## src/rtl/counter_pkg.sv

```systemverilog
// Shared width, default constants and count type for the signed up/down counter.
// The register lives in counter; the next-value rules live in counter_next.
package counter_pkg;

   localparam int CNT_W     = 10;
   localparam int RESET_VAL = 17;
   localparam int UP_STEP   = 4;
   localparam int DOWN_STEP = 10;
   localparam int MAX_VAL   = 269;
   localparam int MIN_VAL   = -263;
   localparam int SKIP_VAL  = -47;

   typedef logic signed [CNT_W-1:0] cnt_t;

endpackage

```

## src/rtl/counter_next.sv

```systemverilog
// Combinational next count: step by mode, jump over SKIP_VAL, clamp to [MIN_VAL, MAX_VAL].
// Zero latency, no handshake.
module counter_next
   import counter_pkg::*;
#(
   parameter int WIDTH     = CNT_W,
   parameter int UP_STEP   = counter_pkg::UP_STEP,
   parameter int DOWN_STEP = counter_pkg::DOWN_STEP,
   parameter int MAX_VAL   = counter_pkg::MAX_VAL,
   parameter int MIN_VAL   = counter_pkg::MIN_VAL,
   parameter int SKIP_VAL  = counter_pkg::SKIP_VAL
) (
   input  logic signed [WIDTH-1:0] cnt,
   input  logic                    mode,
   output logic signed [WIDTH-1:0] nxt
);

   // Two guard bits so the bound compares see the true sum before truncation.
   localparam int XW = WIDTH + 2;

   localparam logic signed [XW-1:0] UP_X   = XW'(UP_STEP);
   localparam logic signed [XW-1:0] DOWN_X = XW'(DOWN_STEP);
   localparam logic signed [XW-1:0] MAX_X  = XW'(MAX_VAL);
   localparam logic signed [XW-1:0] MIN_X  = XW'(MIN_VAL);
   localparam logic signed [XW-1:0] SKIP_X = XW'(SKIP_VAL);

   logic signed [XW-1:0] cnt_x;
   logic signed [XW-1:0] cand;
   logic signed [XW-1:0] res;

   always_comb begin
      cnt_x = {{2{cnt[WIDTH-1]}}, cnt};
      cand  = mode ? (cnt_x + UP_X) : (cnt_x - DOWN_X);
      res   = cand;
      if (cand == SKIP_X) begin
         res = mode ? (cand + UP_X) : (cand - DOWN_X);
      end else if (cand > MAX_X) begin
         res = MAX_X;
      end else if (cand < MIN_X) begin
         res = MIN_X;
      end
   end

   assign nxt = WIDTH'(res);

endmodule

```

## src/rtl/counter.sv

```systemverilog
// Signed saturating up/down counter that never holds SKIP_VAL; one-cycle update.
// Steps on every clk edge, no enable and no backpressure; synchronous active-low reset.
module counter
   import counter_pkg::*;
#(
   parameter int WIDTH     = CNT_W,
   parameter int RESET_VAL = counter_pkg::RESET_VAL,
   parameter int UP_STEP   = counter_pkg::UP_STEP,
   parameter int DOWN_STEP = counter_pkg::DOWN_STEP,
   parameter int MAX_VAL   = counter_pkg::MAX_VAL,
   parameter int MIN_VAL   = counter_pkg::MIN_VAL,
   parameter int SKIP_VAL  = counter_pkg::SKIP_VAL
) (
   input  logic                    clk,
   input  logic                    rst,
   input  logic                    mode,
   output logic signed [WIDTH-1:0] cnt
);

   logic signed [WIDTH-1:0] nxt;

   counter_next #(
      .WIDTH     (WIDTH),
      .UP_STEP   (UP_STEP),
      .DOWN_STEP (DOWN_STEP),
      .MAX_VAL   (MAX_VAL),
      .MIN_VAL   (MIN_VAL),
      .SKIP_VAL  (SKIP_VAL)
   ) u_next (
      .cnt  (cnt),
      .mode (mode),
      .nxt  (nxt)
   );

   always_ff @(posedge clk) begin
      if (!rst) begin
         cnt <= WIDTH'(RESET_VAL);
      end else begin
         cnt <= nxt;
      end
   end

endmodule

```

## config.mk

```make
export PLATFORM = sky130hd
export DESIGN_NAME = counter
export DESIGN_NICKNAME = d
export VERILOG_FILES = /design/src/rtl/counter_pkg.sv /design/src/rtl/counter_next.sv /design/src/rtl/counter.sv
export SDC_FILE = /design/constraint.sdc
export NUM_CORES = 1
export LEC_CHECK = 0
export CAP_MARGIN = 10
export CORE_MARGIN = 1.5
export CORE_UTILIZATION = 59
export DETAILED_ROUTE_END_ITERATION = 8
export GPL_TIMING_DRIVEN = 0
export PLACE_DENSITY_LB_ADDON = 0.08
export SYNTH_ARGS = -nofsm -noshare
export SYNTH_HDL_FRONTEND = slang
export SYNTH_SLANG_ARGS = --single-unit
```

## constraint.sdc

```tcl
create_clock -name clk -period 6.4 [get_ports clk]
set_clock_uncertainty 0.15 [all_clocks]
set_input_delay 0.96 -clock clk [delete_from_list [all_inputs] [get_ports clk]]
set_output_delay 0.96 -clock clk [all_outputs]
set_load 0.02 [all_outputs]
```

==> flow_results.org, run 1 <==
** Layout
- The largest registers in the layout are cnt: 10 flops.
- For this run, the post-layout net count is 155.
- Post-synthesis to final-layout area growth :: 17.7%
- Max FFs per register :: 10
- In the final layout, the share of cells above drive strength 1 is 0.168.
- Number of antenna cells inserted :: 0
- Counting flops per register, the top entry is cnt.

** Worst setup path
- In this run the critical register-to-register path is captured at cnt[0].
- CP top delay family :: buffers and inverters
- Counting cells, the worst reg-to-reg path comes to 11.
- Data arrival, critical path :: 4020 ps
- The worst setup path is captured at a flip-flop.
- Largest stage delay, worst path :: 510 ps
- Kind of start point of the critical path :: primary input
- Among all stages on the critical path, the largest delay is contributed by sky130_fd_sc_hd__clkdlybuf4s50_1.
- The worst register-to-register path has a setup slack of 3450 ps.
- Critical path buffers and inverters :: 3
- Walking the worst path, the cells encountered are clkdlybuf4s50_1 > buf_2 > buf_1 > mux2i_1 > ha_1 > a2bb2oi_1 > o211ai_1 > a211oi_2 > a211oi_2 > nand2b_4 > o21ba_1.
- R2r startpoint :: cnt[1]
- Of all nets on the critical path, the largest fanout is 10.
- The worst setup path is of the primary input to flip-flop kind.
- At the worst endpoint, the required time is 6420 ps.
- Most Frequent Cell on Critical Path :: sky130_fd_sc_hd__a211oi_2

** Clocking
- After clock tree synthesis, the clock-pin slew on the worst setup and hold paths is 70 ps.
- Total clock sinks :: 10
- For this design, the CTS-stage hold fixing added 0 buffers.
- CTS placed an instance of sky130_fd_sc_hd__clkbuf_4 at the clock tree root.
- Maximum buffer depth of the clock tree :: 2
- TritonCTS built the clock tree.
- In this run the post-CTS setup repair buffer count came out at 0.
- Level count of the clock H-tree :: 1
- The clock reaches the later pin of the worst-skew pair after 280 ps.
- Post-cts sizing count :: 0
- Buffers inserted during clock tree synthesis total 3.

** Timing
- Fin. Hold Viols :: 0
- Headroom to the max-slew limit :: 0.677
- Setup violations remaining at the end of the flow were counted as 0.
- Setup repair after global routing missed its margin :: false
- Shortest clock period the worst path allows after layout :: 4000 ps
- After routing, the total negative slack on setup checks comes to 0 ps.
- Final hold analysis gives a worst-case slack of 388 ps.
- Achievable Freq :: 250 MHz
- At the pin with the least slew margin, the transition time is 481 ps.
- Of the available clock period, the critical path in the final layout requires 0.625.
- The total count of max-transition violations in the final report came to 0.
- Crit path setup slack, layout :: 2400 ps

** Place
- Count of buffers from port buffering :: 12
- Gp weighted congestion :: 0.908
- HPWL reported at the end of detailed placement :: 1990 um
- DP Worst Slack :: 2220 ps

** Global routing
- First-pass GRT wire length :: 4200 um
- Number of antenna violations at the first check in global routing :: 0
- Via count of the first global-routing pass :: 943
- GRT Resource Usage Total :: 0.283
- Maximum number of pins on one net before global-route repair :: 11
- Global-route congestion overflow total :: 0

** Route
- Routed vias/inst :: 6.23
- The detailed router finished its first iteration with 26 violations.
- For this block, the routed nets add up to 2610 um of wire.
- Summing over every cut layer, the via total after detailed routing is 1046.
- Routed length per placed instance :: 15.5 um
- First-pass iteration count of the detailed router :: 4
- Antenna-violating nets left :: 0
- After detailed routing, the number of remaining DRC violations is 0.

** Yosys
- Post-synthesis sequential element count :: 10
- Area leader, netlist :: sky130_fd_sc_hd__dfxtp_1
- Most used flip-flop cell after synthesis :: sky130_fd_sc_hd__dfxtp_1
- Sequential element share of the synthesized area :: 0.189
- The average instance in the mapped netlist occupies 8.35 sq um.
- The synthesized netlist occupies a cell area of 1060 sq um.
- Distinct cell type count after synthesis :: 53
- Number of nets in the synthesized netlist :: 138
- Ranked by total cell area, the synthesized netlist is headed by sky130_fd_sc_hd__dfxtp_1, sky130_fd_sc_hd__ha_1, sky130_fd_sc_hd__xnor2_1.
- Counting flops with a built-in enable in the synthesized netlist gives 0.
- The share of synthesized area in the top cell type comes to 0.189.
- Post-Syn Instances :: 127
- The Yosys step of the flow raised 0 warnings.
- Post-synthesis async set-or-reset flop share :: 0

** Die
- Height of the die :: 45.4 um
- After floorplanning, the core was sized to cover 1710 sq um.
- Horizontal die dimension :: 45.4 um
- Count of boundary I/O pins :: 13
- Effective utilization at floorplan :: 0.621
- Area of the die :: 2060 sq um
- After floorplanning, the core was divided into 15 placement rows.

** Hold path
- The tightest min-delay check is of the flip-flop to flip-flop type.
- The startpoint identified for the worst hold timing path is cnt[0].
- Worst hold path stage count :: 1
- The path with the worst hold slack has its endpoint at cnt[0].

** Outcome
- The flow ran to the end, and the final reports show no timing, DRC or antenna violations.

** Flow run
- Max-cap violations in this run came to 0.

** Power and ir drop
- Leakage :: 0.490 nW
- For this design the ratio of total power to cell area is 562 nW/um^2.
- VDD sags by at most 0.000352 V.
[synth_stat cells (2+ instances only)]
library cell and n:
sky130_fd_sc_hd__a211o_1 2, sky130_fd_sc_hd__a211oi_1 2, sky130_fd_sc_hd__a211oi_2 2, sky130_fd_sc_hd__a21oi_1 6, sky130_fd_sc_hd__a22oi_1 2, sky130_fd_sc_hd__a2bb2oi_1 2, sky130_fd_sc_hd__and2_1 2, sky130_fd_sc_hd__dfxtp_1 10
sky130_fd_sc_hd__ha_1 8, sky130_fd_sc_hd__inv_1 7, sky130_fd_sc_hd__mux2i_1 2, sky130_fd_sc_hd__nand2_1 11, sky130_fd_sc_hd__nand3_1 4, sky130_fd_sc_hd__nand4_1 2, sky130_fd_sc_hd__nor2_1 7, sky130_fd_sc_hd__nor3_1 2
sky130_fd_sc_hd__nor3b_1 2, sky130_fd_sc_hd__nor4_1 2, sky130_fd_sc_hd__o211ai_1 2, sky130_fd_sc_hd__o21a_1 3, sky130_fd_sc_hd__o21ai_0 5, sky130_fd_sc_hd__o21ba_1 2, sky130_fd_sc_hd__o22ai_1 2, sky130_fd_sc_hd__o31ai_2 2
sky130_fd_sc_hd__or3_2 3, sky130_fd_sc_hd__xnor2_1 5, sky130_fd_sc_hd__xor2_1 2
[stage by stage]
| stage | util | total power [mW] | std cells | area [sq um] |
|---|---|---|---|---|
| 2_1_floorplan | - | 0.502 | 127 | 1060 |
| 3_3_place_gp | 0.710 | 0.615 | 164 | 1210 |
| 3_5_place_dp | 0.710 | 0.632 | 164 | 1210 |
| 4_1_cts | 0.731 | 0.699 | 168 | 1250 |
| 5_1_grt | 0.731 | 0.755 | 168 | 1250 |
| 6_report | 0.731 | 0.702 | 168 | 1250 |
[layout by cell type (no fill, tap or decap), drive strengths merged, types with 2 or more instances in the layout]
master / netlist / layout
clkdlybuf4s50: 0 / 12
nand2: 12 / 12
dfxtp: 10 / 10
ha: 8 / 8
nor2: 8 / 8
inv: 7 / 7
a21oi: 7 / 7
o21ai: 7 / 7
xnor2: 5 / 5
nand3: 4 / 4
or3: 4 / 4
o21a: 4 / 4
clkbuf: 0 / 4
a211oi: 4 / 4
buf: 4 / 4
nor4: 3 / 3
nor3: 3 / 3
xor2: 2 / 2
mux2i: 2 / 2
nand4: 2 / 2
o31ai: 2 / 2
a211o: 2 / 2
a22oi: 2 / 2
a2bb2oi: 2 / 2
o211ai: 2 / 2
o22ai: 2 / 2
nor3b: 2 / 2
and2: 2 / 2
o21ba: 2 / 2
nand2b: 2 / 2
[layer usage]
metal  routed length (um)  vias to the layer above  global-route usage
met5                    0                        -                   0
met4                   45                        0               0.129
met3                  119                        7              0.0159
met2                 1280                       38               0.454
met1                 1160                      492               0.388
li1                     -                      509                   -
[logic make-up (layout without fill, tap and decap cells)]
family,Yosys count,after routing,synth area share
and+or+nand+nor,46,46,0.265
AOI/OAI and AO/OA,43,43,0.324
buffers and inverters,11,27,0.0507
DFF,10,10,0.189
adders and majority gates,8,8,0.0943
xor gates and xnor gates,7,7,0.0578
muxes,2,2,0.0189
[layout make-up]
| cell class | count | area, sq um |
|---|---|---|
| multi-input combinational | 106 | 807 |
| fill | 136 | 459 |
| sequential | 10 | 200 |
| timing repair buffer | 12 | 120 |
| clock buffer | 4 | 36.3 |
| tap | 25 | 31.3 |
| buffer | 4 | 27.5 |
| inverter | 7 | 26.3 |
[worst reg2reg max path: cells and delay by family, from the launching register on]
kind                     cells  cell delay [ps]
buffers and inverters        1              140
adder cells (fa/ha/maj)      2              540
AO/OA/AOI/OAI                4              640
XOR/XNOR                     1              250
AND/OR/NAND/NOR              2              480
multiplexers                 1              200
flip-flops                   1              430
[report_power, final]
part,internal [mW],leakage [nW],switching [mW]
sequential,0.0875,0.0825,0.0416
combinational,0.226,0.387,0.287
clock,0.0346,0.0210,0.0258
[how the worst max path moves through the flow]
stage	start	endpoint	slack, ps	cells after the start
2_1_floorplan	mode	cnt[0]	3160	10
3_3_place_gp	mode	cnt[7]	2250	11
3_5_place_dp	mode	cnt[6]	2220	11
4_1_cts	mode	cnt[6]	2430	11
5_1_grt	mode	cnt[6]	2220	11
6_report	mode	cnt[6]	2400	11
Power figures use the tool's default switching activity.
==> run 2, diff against run 1 <==
Settings changed: CORE_UTILIZATION 59 to 55.
Clock period 6.4 ns to 4.1 ns, I/O delays scaled along.
==> flow_results.org, run 2 (synthesis gave the netlist of run 1 again) <==
** Layout
- Largest registers: cnt: 10 flops (unchanged).
- The number of nets in the final layout was 155 (unchanged).
- Area of the multi-input gates :: 807 sq um (unchanged)
- Count of placed standard cells in the final layout, fillers left out :: 168 (unchanged)
- Post-synthesis to final-layout area growth :: 17.7% (unchanged)
- Commonest cells after routing, fill and taps aside :: sky130_fd_sc_hd__clkdlybuf4s50_1, sky130_fd_sc_hd__nand2_1, sky130_fd_sc_hd__dfxtp_1, sky130_fd_sc_hd__ha_1 (unchanged)
- FF/Latch Area :: 200 sq um (unchanged)
- The count of inserted antenna diode cells was 0 (unchanged).
- Number of filler cells placed in the layout :: 154 (was 136)
- The number of flip-flops in the largest register was 10 (unchanged).
- The post-layout instance area came to 1250 sq um (unchanged).
- Most common cell after layout, fill and taps aside :: sky130_fd_sc_hd__clkdlybuf4s50_1 (unchanged)
- The register ranked first by flip-flop count was cnt (unchanged).
- The share of post-route cells with drive strength above 1 is 0.168 (unchanged).

** Place
- Placed cell count :: 164 (unchanged)
- The sum of net half-perimeters after detailed placement came to 1940 um (was 1990 um).
- The count of buffers from port buffering was 12 (unchanged).
- Gp weighted congestion :: 0.860 (was 0.908)
- The worst setup slack after placement was 269 ps (was 2220 ps).
- Area after detailed placement :: 1210 sq um (unchanged)

** Die
- Core area :: 1760 sq um (was 1710 sq um)
- The I/O pin count was 13 (unchanged).
- Height of the die :: 46.9 um (was 45.4 um)
- The row count was 15 (unchanged).
- The effective utilization at floorplan is 0.601 (was 0.621).
- The chip width was 46.9 um (was 45.4 um).
- Area of the die :: 2200 sq um (was 2060 sq um)

** Route
- Routed length per placed instance :: 14.5 um (was 15.5 um)
- The detail-routed via count per cell is 6.23 (about the same).
- DRC violation count after routing :: 0 (unchanged)
- The via count was 1047 (was 1046).
- The detailed router's first-iteration violation count came to 41 (was 26).
- The count of antenna-violating nets left after detailed routing was 0 (unchanged).
- The first-pass iteration count of the detailed router is 4 (unchanged).
- The total routed wirelength is 2430 um (was 2610 um).

** Worst setup path
- The kind of end point of the critical path was a flip-flop (unchanged).
- The logic depth of the worst register-to-register path came to 9 (was 11).
- The category of the most critical setup path was primary input to flip-flop (unchanged).
- The element type at the critical path start is a primary input (unchanged).
- The signal arrival time at the worst endpoint is 3580 ps (was 4020 ps).
- The terminus of the critical flop-to-flop path is cnt[0] (unchanged).
- Slack of the worst reg-to-reg path :: 1240 ps (was 3450 ps)
- The data required time of the critical path is 4110 ps (was 6420 ps).
- Launching element of the worst setup path :: mode (unchanged)
- The critical-path maximum fanout is 10 (unchanged).
- R2r startpoint :: cnt[1] (unchanged)

** Power and ir drop
- P per Cell Area :: 862 nW/um^2 (was 562 nW/um^2)
- Leakage :: 0.490 nW (unchanged)
- Peak VDD IR :: 0.000569 V (was 0.000352 V)

** Clocking
- The number of sinks handled by clock tree synthesis is 10 (unchanged).
- The number of buffers inserted during clock tree synthesis was 3 (unchanged).
- Post-cts sizing count :: 0 (unchanged)
- Root Driver :: sky130_fd_sc_hd__clkbuf_4 (unchanged)
- Maximum buffer depth of the clock tree :: 2 (unchanged)
- The number of buffers inserted by hold repair at cts was 0 (unchanged).
- Clock tree from TritonCTS :: yes (unchanged)
- Post-CTS setup buffer count :: 0 (unchanged)
- Later-pin clock latency in the skew report :: 270 ps (was 280 ps)
- Clock transition at path regs :: 70 ps (about the same)
- Level count of the clock H-tree :: 1 (unchanged)

** Hold path
- The endpoint of the worst hold path is cnt[0] (unchanged).
- Hold WC Path Type :: flip-flop to flip-flop (unchanged)
- The hold path startpoint is cnt[0] (unchanged).
- Worst hold path stage count :: 1 (unchanged)

** Timing
- Final slew viol count :: 0 (unchanged)
- Achievable Freq :: 281 MHz
- The final hold slack is 387 ps (was 388 ps).
- Setup repair after global routing missed its margin :: false (unchanged)
- The number of endpoints failing setup at the final stage was 0 (unchanged).
- Shortest clock period the worst path allows after layout :: 3560 ps
- The actual slew at the worst max-slew pin came to 442 ps (was 481 ps).
- The number of failing hold endpoints at the final stage was 0 (unchanged).
- Ratio of final minimum period to clock period :: 0.869
- The final worst setup slack came to 535 ps (was 2400 ps).
- The total negative setup slack was 0 ps (unchanged).
- The max-slew headroom at the worst pin was 0.706 (was 0.677).

** Global routing
- The largest net degree at the start of global routing came to 11 (unchanged).
- The number of global-route vias before repair came to 858 (was 943).
- GRT Resource Usage Total :: 0.253 (was 0.283)
- The total overflow reported by the global router was 0 (unchanged).
- The initial antenna violation count came to 0 (unchanged).
- First-pass GRT wire length :: 3960 um (was 4200 um)

** Flow run
- The number of maximum-capacitance violations was 0 (unchanged).

** Outcome
- Run status: completed (unchanged).
-- run 2: cell counts in the layout (fill, tap and decap cells not counted) --
No cell type changed its count.
-- run 2: report_power, final --
part | switching [mW] | leakage (nW) | internal, mW
registers | 0.0681 | 0.0825 | 0.137
logic | 0.434 | 0.387 | 0.351
clock network | 0.0332 | 0.0210 | 0.0539
total | 0.536 | 0.490 | 0.541
-- run 2: worst max-delay path by stage --
| stage | end | slack (ps) | cells past startpoint |
|---|---|---|---|
| after floorplan | cnt[0] | 1210 | 10 |
| after global placement | cnt[7] | 320 | 11 |
| after detailed placement | cnt[7] | 270 | 11 |
| after CTS | cnt[7] | 560 | 11 |
| after global routing | cnt[7] | 310 | 11 |
| final | cnt[6] | 540 | 11 |
-- run 2: per-layer routing --
layer	part of all wire	GRT usage	wire, um	up-vias
met2	0.49	0.403	1200	36
met4	0.0074	0.0833	18	0
met5	0	0	0	-
met3	0.049	0.0269	120	2
li1	-	-	-	512
met1	0.45	0.357	1100	497
-- run 2: stage by stage --
step / utilization / total power, mW
4_1_cts: 0.708 / 1.08
2_1_floorplan: - / 0.784
3_3_place_gp: 0.687 / 0.966
3_5_place_dp: 0.687 / 0.980
6_report: 0.708 / 1.08
5_1_grt: 0.708 / 1.17
-- run 2: layout make-up --
class                           count  share of cell area
Multi-Input combinational cell    106               0.646
Clock buffer                        4              0.0291
Inverter                            7              0.0210
Buffer                              4              0.0220
Sequential cell                    10               0.160
Tap cell                           25              0.0251
Timing Repair Buffer               12              0.0962
-- run 2: critical path, stage by stage --
cell and delay [ps]:
sky130_fd_sc_hd__clkdlybuf4s50_1 510, sky130_fd_sc_hd__buf_2 260, sky130_fd_sc_hd__buf_1 390, sky130_fd_sc_hd__mux2i_1 440, sky130_fd_sc_hd__ha_1 290, sky130_fd_sc_hd__a2bb2oi_1 80
sky130_fd_sc_hd__o211ai_1 150, sky130_fd_sc_hd__a211oi_2 70, sky130_fd_sc_hd__a211oi_2 390, sky130_fd_sc_hd__nand2b_4 220, sky130_fd_sc_hd__o21ba_1 150
